[config.mk]
export PLATFORM = sky130hd
export DESIGN_NAME = cpa_bist
export DESIGN_NICKNAME = d
export VERILOG_FILES = /design/src/rtl/cpa_bist.sv
export SDC_FILE = /design/constraint.sdc
export NUM_CORES = 1
export LEC_CHECK = 0
export BUFFER_PORTS_ARGS = -buffer_cell sky130_fd_sc_hd__buf_2
export CELL_PAD_IN_SITES_DETAIL_PLACEMENT = 0
export CELL_PAD_IN_SITES_GLOBAL_PLACEMENT = 1
export CORE_ASPECT_RATIO = 0.75
export CORE_MARGIN = 2
export CORE_UTILIZATION = 25
export CTS_CLUSTER_DIAMETER = 120
export CTS_CLUSTER_SIZE = 40
export DETAILED_ROUTE_END_ITERATION = 8
export GPL_ROUTABILITY_DRIVEN = 0
export HOLD_SLACK_MARGIN = 0.08
export PLACE_DENSITY = 0.57
export SKIP_CTS_REPAIR_TIMING = 1
export SYNTH_ARGS = -nofsm -noshare
export SYNTH_HDL_FRONTEND = slang
export SYNTH_SLANG_ARGS = --single-unit
[constraint.sdc]
create_clock -name clk_i -period 9.7 [get_ports clk_i]
set_clock_uncertainty 0.2 [all_clocks]
set_input_delay 0.97 -clock clk_i [delete_from_list [all_inputs] [get_ports clk_i]]
set_output_delay 0.97 -clock clk_i [all_outputs]
set_load 0.005 [all_outputs]
[src/rtl/cpa_bist.sv]
// cpa_bist: self-test driver/checker for a carry-propagate adder; golden (a+b) mod 2^N vs dut_y_i.
// Latency: vector k drives dut_a_o/dut_b_o in cycle k+1 after start, is checked in cycle k+1+LAT, and done_o pulses in cycle num_vec+LAT+1.
// Backpressure: none; one vector per cycle, no stalls; start_i ignored while busy. CPA_BIST_DIRECTED_EN prepends 3 directed vectors.
module cpa_bist #(
  parameter int unsigned N    = 64,
  parameter int unsigned LAT  = 1,
  parameter logic [63:0] SEED = 64'h0123456789ABCDEF
) (
  input  logic         clk_i,
  input  logic         rst_n_i,
  input  logic         start_i,
  input  logic [15:0]  num_vec_i,
  output logic [N-1:0] dut_a_o,
  output logic [N-1:0] dut_b_o,
  input  logic [N-1:0] dut_y_i,
  output logic         busy_o,
  output logic         done_o,
  output logic         pass_o,
  output logic [15:0]  err_cnt_o,
  output logic [15:0]  first_err_idx_o
);

  // Galois mask for x^64+x^63+x^61+x^60+1 (right-shifting form).
  localparam logic [63:0] TAPS = 64'hD800_0000_0000_0000;
  localparam int unsigned CW   = (LAT > 1) ? $clog2(LAT) : 1;

`ifdef CPA_BIST_DIRECTED_EN
  localparam logic [63:0] DIR0_A = 64'h1770_5351_EF64_0B95;
  localparam logic [63:0] DIR0_B = 64'h4D4E_FE8B_5D14_F84F;
  localparam logic [63:0] ONES   = 64'hFFFF_FFFF_FFFF_FFFF;
`endif

  typedef enum logic [1:0] {S_IDLE, S_RUN, S_DRAIN, S_DONE} state_e;

  state_e         state_q, state_d;
  logic [15:0]    num_vec_q;
  logic [15:0]    idx_q, idx_d;
  logic [63:0]    lfsr_q, lfsr_d;
  logic [N-1:0]   a_q, a_d, b_q, b_d;
  logic [CW-1:0]  drain_q, drain_d;
  logic           clr_run;
  logic           pass_q;
  logic [15:0]    err_cnt_q;
  logic [15:0]    first_err_q;

  // Golden pipeline: one entry per DUT latency cycle.
  logic           pipe_vld_q [LAT];
  logic [15:0]    pipe_idx_q [LAT];
  logic [N-1:0]   pipe_sum_q [LAT];

  // Candidate next vector and the LFSR state it is drawn from.
  logic [63:0]    nv_src;
  logic [63:0]    nv_rot;
  logic [63:0]    nv_step;
  logic [N-1:0]   nv_a, nv_b;
  logic           nv_rand;
  logic [N-1:0]   issue_sum;
  logic           mismatch;

  // Next vector: from SEED when a run is accepted, else from the running LFSR.
  always_comb begin
    nv_src  = (state_q == S_IDLE) ? SEED : lfsr_q;
    nv_rot  = {nv_src[31:0], nv_src[63:32]};
    nv_step = (nv_src >> 1) ^ (nv_src[0] ? TAPS : 64'd0);
    nv_a    = nv_src[N-1:0];
    nv_b    = nv_rot[N-1:0];
    nv_rand = 1'b1;
`ifdef CPA_BIST_DIRECTED_EN
    begin
      logic [15:0] dir_idx;
      dir_idx = (state_q == S_IDLE) ? 16'd0 : idx_q + 16'd1;
      if (dir_idx < 16'd3) begin
        nv_rand = 1'b0;
        case (dir_idx)
          16'd0:   begin nv_a = DIR0_A[N-1:0]; nv_b = DIR0_B[N-1:0]; end
          16'd1:   begin nv_a = '0;            nv_b = '0;            end
          default: begin nv_a = ONES[N-1:0];   nv_b = ONES[N-1:0];   end
        endcase
      end
    end
`endif
  end

  // FSM next state plus operand/index/LFSR updates.
  always_comb begin
    state_d = state_q;
    idx_d   = idx_q;
    lfsr_d  = lfsr_q;
    a_d     = a_q;
    b_d     = b_q;
    drain_d = drain_q;
    clr_run = 1'b0;
    case (state_q)
      S_IDLE: begin
        if (start_i) begin
          clr_run = 1'b1;
          idx_d   = 16'd0;
          lfsr_d  = SEED;
          if (num_vec_i == 16'd0) begin
            state_d = S_DONE;
          end else begin
            state_d = S_RUN;
            a_d     = nv_a;
            b_d     = nv_b;
            lfsr_d  = nv_rand ? nv_step : SEED;
          end
        end
      end
      S_RUN: begin
        if (idx_q == num_vec_q - 16'd1) begin
          state_d = S_DRAIN;
          drain_d = CW'(LAT - 1);
        end else begin
          idx_d  = idx_q + 16'd1;
          a_d    = nv_a;
          b_d    = nv_b;
          lfsr_d = nv_rand ? nv_step : lfsr_q;
        end
      end
      S_DRAIN: begin
        if (drain_q == '0) state_d = S_DONE;
        else               drain_d = drain_q - CW'(1);
      end
      default: state_d = S_IDLE;
    endcase
  end

  // FSM, operand and LFSR registers.
  always_ff @(posedge clk_i or negedge rst_n_i) begin
    if (!rst_n_i) begin
      state_q   <= S_IDLE;
      num_vec_q <= 16'd0;
      idx_q     <= 16'd0;
      lfsr_q    <= SEED;
      a_q       <= '0;
      b_q       <= '0;
      drain_q   <= '0;
    end else begin
      state_q <= state_d;
      idx_q   <= idx_d;
      lfsr_q  <= lfsr_d;
      a_q     <= a_d;
      b_q     <= b_d;
      drain_q <= drain_d;
      if (clr_run) num_vec_q <= num_vec_i;
    end
  end

  assign issue_sum = a_q + b_q;

  // Golden shift register: a RUN-cycle vector is on the bus, its sum enters here.
  always_ff @(posedge clk_i or negedge rst_n_i) begin
    if (!rst_n_i) begin
      for (int k = 0; k < LAT; k++) begin
        pipe_vld_q[k] <= 1'b0;
        pipe_idx_q[k] <= 16'd0;
        pipe_sum_q[k] <= '0;
      end
    end else begin
      pipe_vld_q[0] <= (state_q == S_RUN);
      pipe_idx_q[0] <= idx_q;
      pipe_sum_q[0] <= issue_sum;
      for (int k = 1; k < LAT; k++) begin
        pipe_vld_q[k] <= pipe_vld_q[k-1];
        pipe_idx_q[k] <= pipe_idx_q[k-1];
        pipe_sum_q[k] <= pipe_sum_q[k-1];
      end
    end
  end

  assign mismatch = pipe_vld_q[LAT-1] && (pipe_sum_q[LAT-1] != dut_y_i);

  // Result registers: saturating error count, first failing index, latched pass.
  always_ff @(posedge clk_i or negedge rst_n_i) begin
    if (!rst_n_i) begin
      err_cnt_q   <= 16'd0;
      first_err_q <= 16'hFFFF;
      pass_q      <= 1'b0;
    end else if (clr_run) begin
      err_cnt_q   <= 16'd0;
      first_err_q <= 16'hFFFF;
      pass_q      <= 1'b0;
    end else begin
      if (mismatch) begin
        if (err_cnt_q != 16'hFFFF) err_cnt_q <= err_cnt_q + 16'd1;
        if (err_cnt_q == 16'd0)    first_err_q <= pipe_idx_q[LAT-1];
      end
      if (state_q == S_DONE) pass_q <= (err_cnt_q == 16'd0);
    end
  end

  assign dut_a_o         = a_q;
  assign dut_b_o         = b_q;
  assign busy_o          = (state_q != S_IDLE);
  assign done_o          = (state_q == S_DONE);
  // The verdict is already visible in the DONE cycle, then held by pass_q.
  assign pass_o          = (state_q == S_DONE) ? (err_cnt_q == 16'd0) : pass_q;
  assign err_cnt_o       = err_cnt_q;
  assign first_err_idx_o = first_err_q;

endmodule

After elaboration in Yosys (flattened, before gate mapping). Index checks and enable logic that the tools add are counted.

Add/sub/neg operators: 5. Equal/unequal tests: 11. Multiplexer cells: 35. Bitwise gates (word level): 1. Reductions and logical operators: 16.

Operator list (number): $mux 64 (11); $pmux 64 s2 (3); $mux 16 (8); $add 64x64->64 (1); $ne 64x64->1 (1); $xor 63x64->64 (1); $add 16x1->16 const B (2); $logic_not 16->1 (2); $pmux 16 s2 (1); $eq 16x16->1 (1); $ne 16x16->1 const B (1); $sub 16x1->16 const B (1); $reduce_bool 2->1 (6); $ne 2x2->1 const B (5); $mux 2 (4); $mux 1 (6); $pmux 2 s3 (1); $reduce_and 2->1 (3); $reduce_and 3->1 (2); $eq 2x2->1 const B (2); $reduce_and 4->1 (1); $eq 2x1->1 const B (1); $logic_not 2->1 (1); $pmux 1 s2 (1); other kinds (2) (2).

Flip-flop bits (word level): 341. Input port bits: 83. Output and inout bits: 163. Logic and storage cells: 81.

Longest topological paths before layout.
Depth in word-level cells: 7. Depth in mapped cells: 14. Mapped depth without buffers: 10.

Least setup slack after synthesis. No wires, ideal clock.

Path type: register to register. From: reg num_vec_q[0]. To: reg a_q[57] (netlist: dut_a_o[57]). Arrival: 3.020 ns. Data required time: 9.379 ns. Setup slack: 6.359 ns. Stages on the path, launching flop included: 14. Path buffers: 4. Period minus slack after synthesis: 3.341 ns. Cell sequence: dfrtp_1 > inv_1 > ha_1 > or3b_2 > clkbuf_1 > o311a_1 > o31ai_1 > nand3_2 > o31ai_4 > buf_6 > nor2_2 > buf_6 > buf_6 > a22o_1.

Cells in the longest elaborated chain, start to end: 4.

Ends and longest elaborated chain: from (decl) (RTL line 36) `logic [15:0] num_vec_q;`; from (signal assigned) (RTL line 145) `if (clr_run) num_vec_q <= num_vec_i;`; $sub 16x1->16 (RTL line 110) `if (idx_q == num_vec_q - 16'd1) begin`; $eq 16x16->1 (RTL line 110); $ne 2x2->1 (no source line); $reduce_and 4->1 (no source line); to (signal assigned) (RTL line 135) `a_q <= '0;`; to (signal assigned) (RTL line 142) `a_q <= a_d;`; to (decl) (RTL line 39) `logic [N-1:0] a_q, a_d, b_q, b_d;`.

Every way passes these cells. A chain may end at the register's enable or synchronous reset.

Worst setup path after layout.
From: reg num_vec_q[0]. To: reg a_q[11] (netlist: dut_a_o[11]).

The elaborated chain is that of the path after synthesis.

==> run summary <==
status: complete, no violations
Peak VDD IR: 0.0000961 V
clk buf depth: 3
final hold violation count: 0
fillers: 6251
sequential area share after synthesis: 47.0%
Final Max Slew Viols: 0
Vias: 12100
placed cell areas: 16300 um^2
delay-heaviest family, CP: simple AND/OR/NAND/NOR gates
die area: 61200 um^2
clk root buf: clkbuf_16
Psw: 0.472 mW
Total Routed Length: 51600 um
Seq cells post-synth: 276
DRC viols: 0
Buf+Inv Stages, Crit Path: 3
sequential fraction of design power: 59.8%
Routed Antenna Nets: 0
die height: 215 um
Critical Path Sink Type: register
CTS sink count: 276
Num CTS Buffers: 13
final period utilization: 52.8%
WP data required: 9.97 ns
critical path class: register to register
Core Area: 58800 um^2
synthesized area: 14800 um^2
Synth Flop Type: dfrtp_1
# H-tree levels: 1
clock latency on the worst-skew pair: 0.55 ns
detailed placement HPWL: 40000 um
RSZ-0062 raised after global routing: false
final setup fails: 0
Max stage delay on crit path: 1.00 ns
count of flip-flops with a built-in enable after synthesis: 0
CTS tree: done
total I/O pin count: 246
largest net degree at the start of global routing: 169
Distinct cells, synth: 66
vias in the first global route: 11600
FMAX: 0.195 GHz
top post-synthesis cells by area: dfrtp_1 39%, dfstp_2 8.5%, xnor2_1 7.3%
worst path cell trace: inv_1, ha_1, nor3b_1, nand4b_1, xnor2_1, a2111oi_4, nand3_2, o31ai_4, buf_4, buf_4, nand2b_1, o22a_1
GR Overflow Total: 0
Initial Utilization: 25.2%
Place WS: 4.58 ns
post-synthesis area per instance: 9.68 um^2
reg2reg end: dut_a_o[11]
Power Density: 115 nW/um^2
first-pass GRT wire length: 76700 um
internal power: 1.45 mW
DRT iter0 DRCs: 1153
Global Route Usage Sum: 16.5%
crit start category: register
top-count cell post-synth: dfrtp_1
Worst-Margin Slew: 1.28 ns
Placement Rows: 77
Synth area leader: dfrtp_1
Reg clk slew, reported paths: 0.14 ns
layout cells sized above 1: 20.9%
switch share: 24.5%
reg2reg start: num_vec_q[0]
PortBufs: 245
Synth warnings: 0
Area Overhead vs Synth: 13.1%
routed len/inst: 21.1 um
worst hold slack: 0.255 ns
Die Wd: 285 um
final core occ: 28.5%
gate count of the mapped netlist: 1530
slowest CP cell: nand2b_1
final setup margin: 4.58 ns
fraction of registers with async set/reset: 100%
Worst R2R Path Depth: 12
Max Cap Viol: 0
relative slew slack: 14.0%
slack of the worst reg-to-reg path: 4.58 ns
initial antenna violation count: 0
Arr. time, crit path: 5.39 ns
DRT Pass-1 Iters: 6
final instance area: 16800 um^2
worst-path maximum fanout: 66
synth cell count leaders: 228 x dfrtp_1, 173 x nand2_1, 133 x o21ai_0
Hold WC Path Type: input pin to async pin
Setup TNS: 0 ns
Synth top area share: 38.5%
Clk pwr share: 37.2%
Vias per Instance: 4.92
nets: 1775
cell mode on critical path: buf_4
Net Count, Synth: 1654
Final min period: 5.12 ns
Leak: 7.75 nW
logic gate share of total power: 3.0%
==> worst reg2reg max path, cell delays in order (launching register included) <==
cell	delay, ns
dfrtp_1	0.46
inv_1	0.11
ha_1	0.25
nor3b_1	0.69
nand4b_1	0.20
xnor2_1	0.22
a2111oi_4	0.21
nand3_2	0.17
o31ai_4	0.24
buf_4	0.44
buf_4	0.63
nand2b_1	1.02
o22a_1	0.25
==> final cells by class <==
cell class / count / area, um^2 / area share, %
diodes: 1 / 2.50 / 0.0149
clock buffers: 13 / 325 / 1.94
clock inverters: 9 / 150 / 0.896
inverters: 51 / 191 / 1.14
multi-input cells: 1053 / 6800 / 40.6
flip-flops and latches: 276 / 6970 / 41.6
well taps: 790 / 988 / 5.90
repair buffers: 256 / 1330 / 7.95
==> placed cells by master (no fill, tap or decap), drive strengths merged, types with 22 or more instances in the layout <==
master	instances
a21oi	123
a22o	45
buf	256
dfrtp	228
dfstp	48
ha	40
inv	54
nand2	173
nand3	27
nand4	48
nor2	69
nor3	22
nor4	23
o21ai	135
xnor2	124
xor2	31
==> logic make-up (layout without fill, tap and decap cells) <==
| group | count (synthesis) | after routing | share of synthesized area [%] |
|---|---|---|---|
| compound gates | 426 | 426 | 18.4 |
| xor+xnor | 155 | 155 | 9.17 |
| fa+ha+maj | 41 | 41 | 3.52 |
| buf+inv | 201 | 329 | 7.14 |
| flops | 276 | 276 | 47.0 |
| mux | 23 | 23 | 1.57 |
| other cells | 0 | 1 | 0 |
| simple gates | 408 | 408 | 13.2 |
==> per-layer routing <==
layer | track usage [%] | wire (um) | vias to the layer above
met4 | 3.33 | 1000 | 0
met2 | 22.6 | 20600 | 457
li1 | - | - | 5565
met5 | 0 | 0 | -
met1 | 25.9 | 26100 | 5987
met3 | 3.64 | 3820 | 47
==> registers in the layout, summed over array words and instances, names as in the netlist <==
name and count:
pass_q 1, pipe_vld_q 1, pipe_idx_q 16, first_err_idx_o 16, idx_q 16, dut_a_o 63, num_vec_q 16, err_cnt_o 16
dut_b_o 1, lfsr_q 64, state_q 2, pipe_sum_q 64
==> power by group through the flow <==
stage | logic [mW] | registers (mW) | clock network [mW]
after CTS | 0.0611 | 1.15 | 0.753
final | 0.0582 | 1.15 | 0.717
after floorplan | 0.0128 | 1.17 | 0
after global routing | 0.0669 | 1.15 | 0.785
after global placement | 0.0602 | 1.17 | 0
after detailed placement | 0.0609 | 1.17 | 0
==> worst max path at each step <==
| stage | slack [ns] | cells past startpoint | start | end |
|---|---|---|---|---|
| 6_report | 4.58 | 12 | num_vec_q[0] | dut_a_o[11] |
| 2_1_floorplan | 6.36 | 13 | num_vec_q[0] | dut_a_o[57] |
| 3_5_place_dp | 4.58 | 12 | num_vec_q[0] | dut_a_o[24] |
| 5_1_grt | 4.17 | 12 | num_vec_q[0] | dut_a_o[42] |
| 3_3_place_gp | 4.71 | 11 | num_vec_q[0] | dut_a_o[11] |
| 4_1_cts | 4.60 | 12 | num_vec_q[0] | dut_a_o[48] |
==> metrics by stage <==
stage / std cells / power, mW
finish: 2449 / 1.93
global route: 2448 / 2.00
CTS: 2448 / 1.97
detailed placement: 2426 / 1.23
global placement: 2426 / 1.23
floorplan: 1530 / 1.19
No activity file was read; power rests on OpenSTA's default activity.
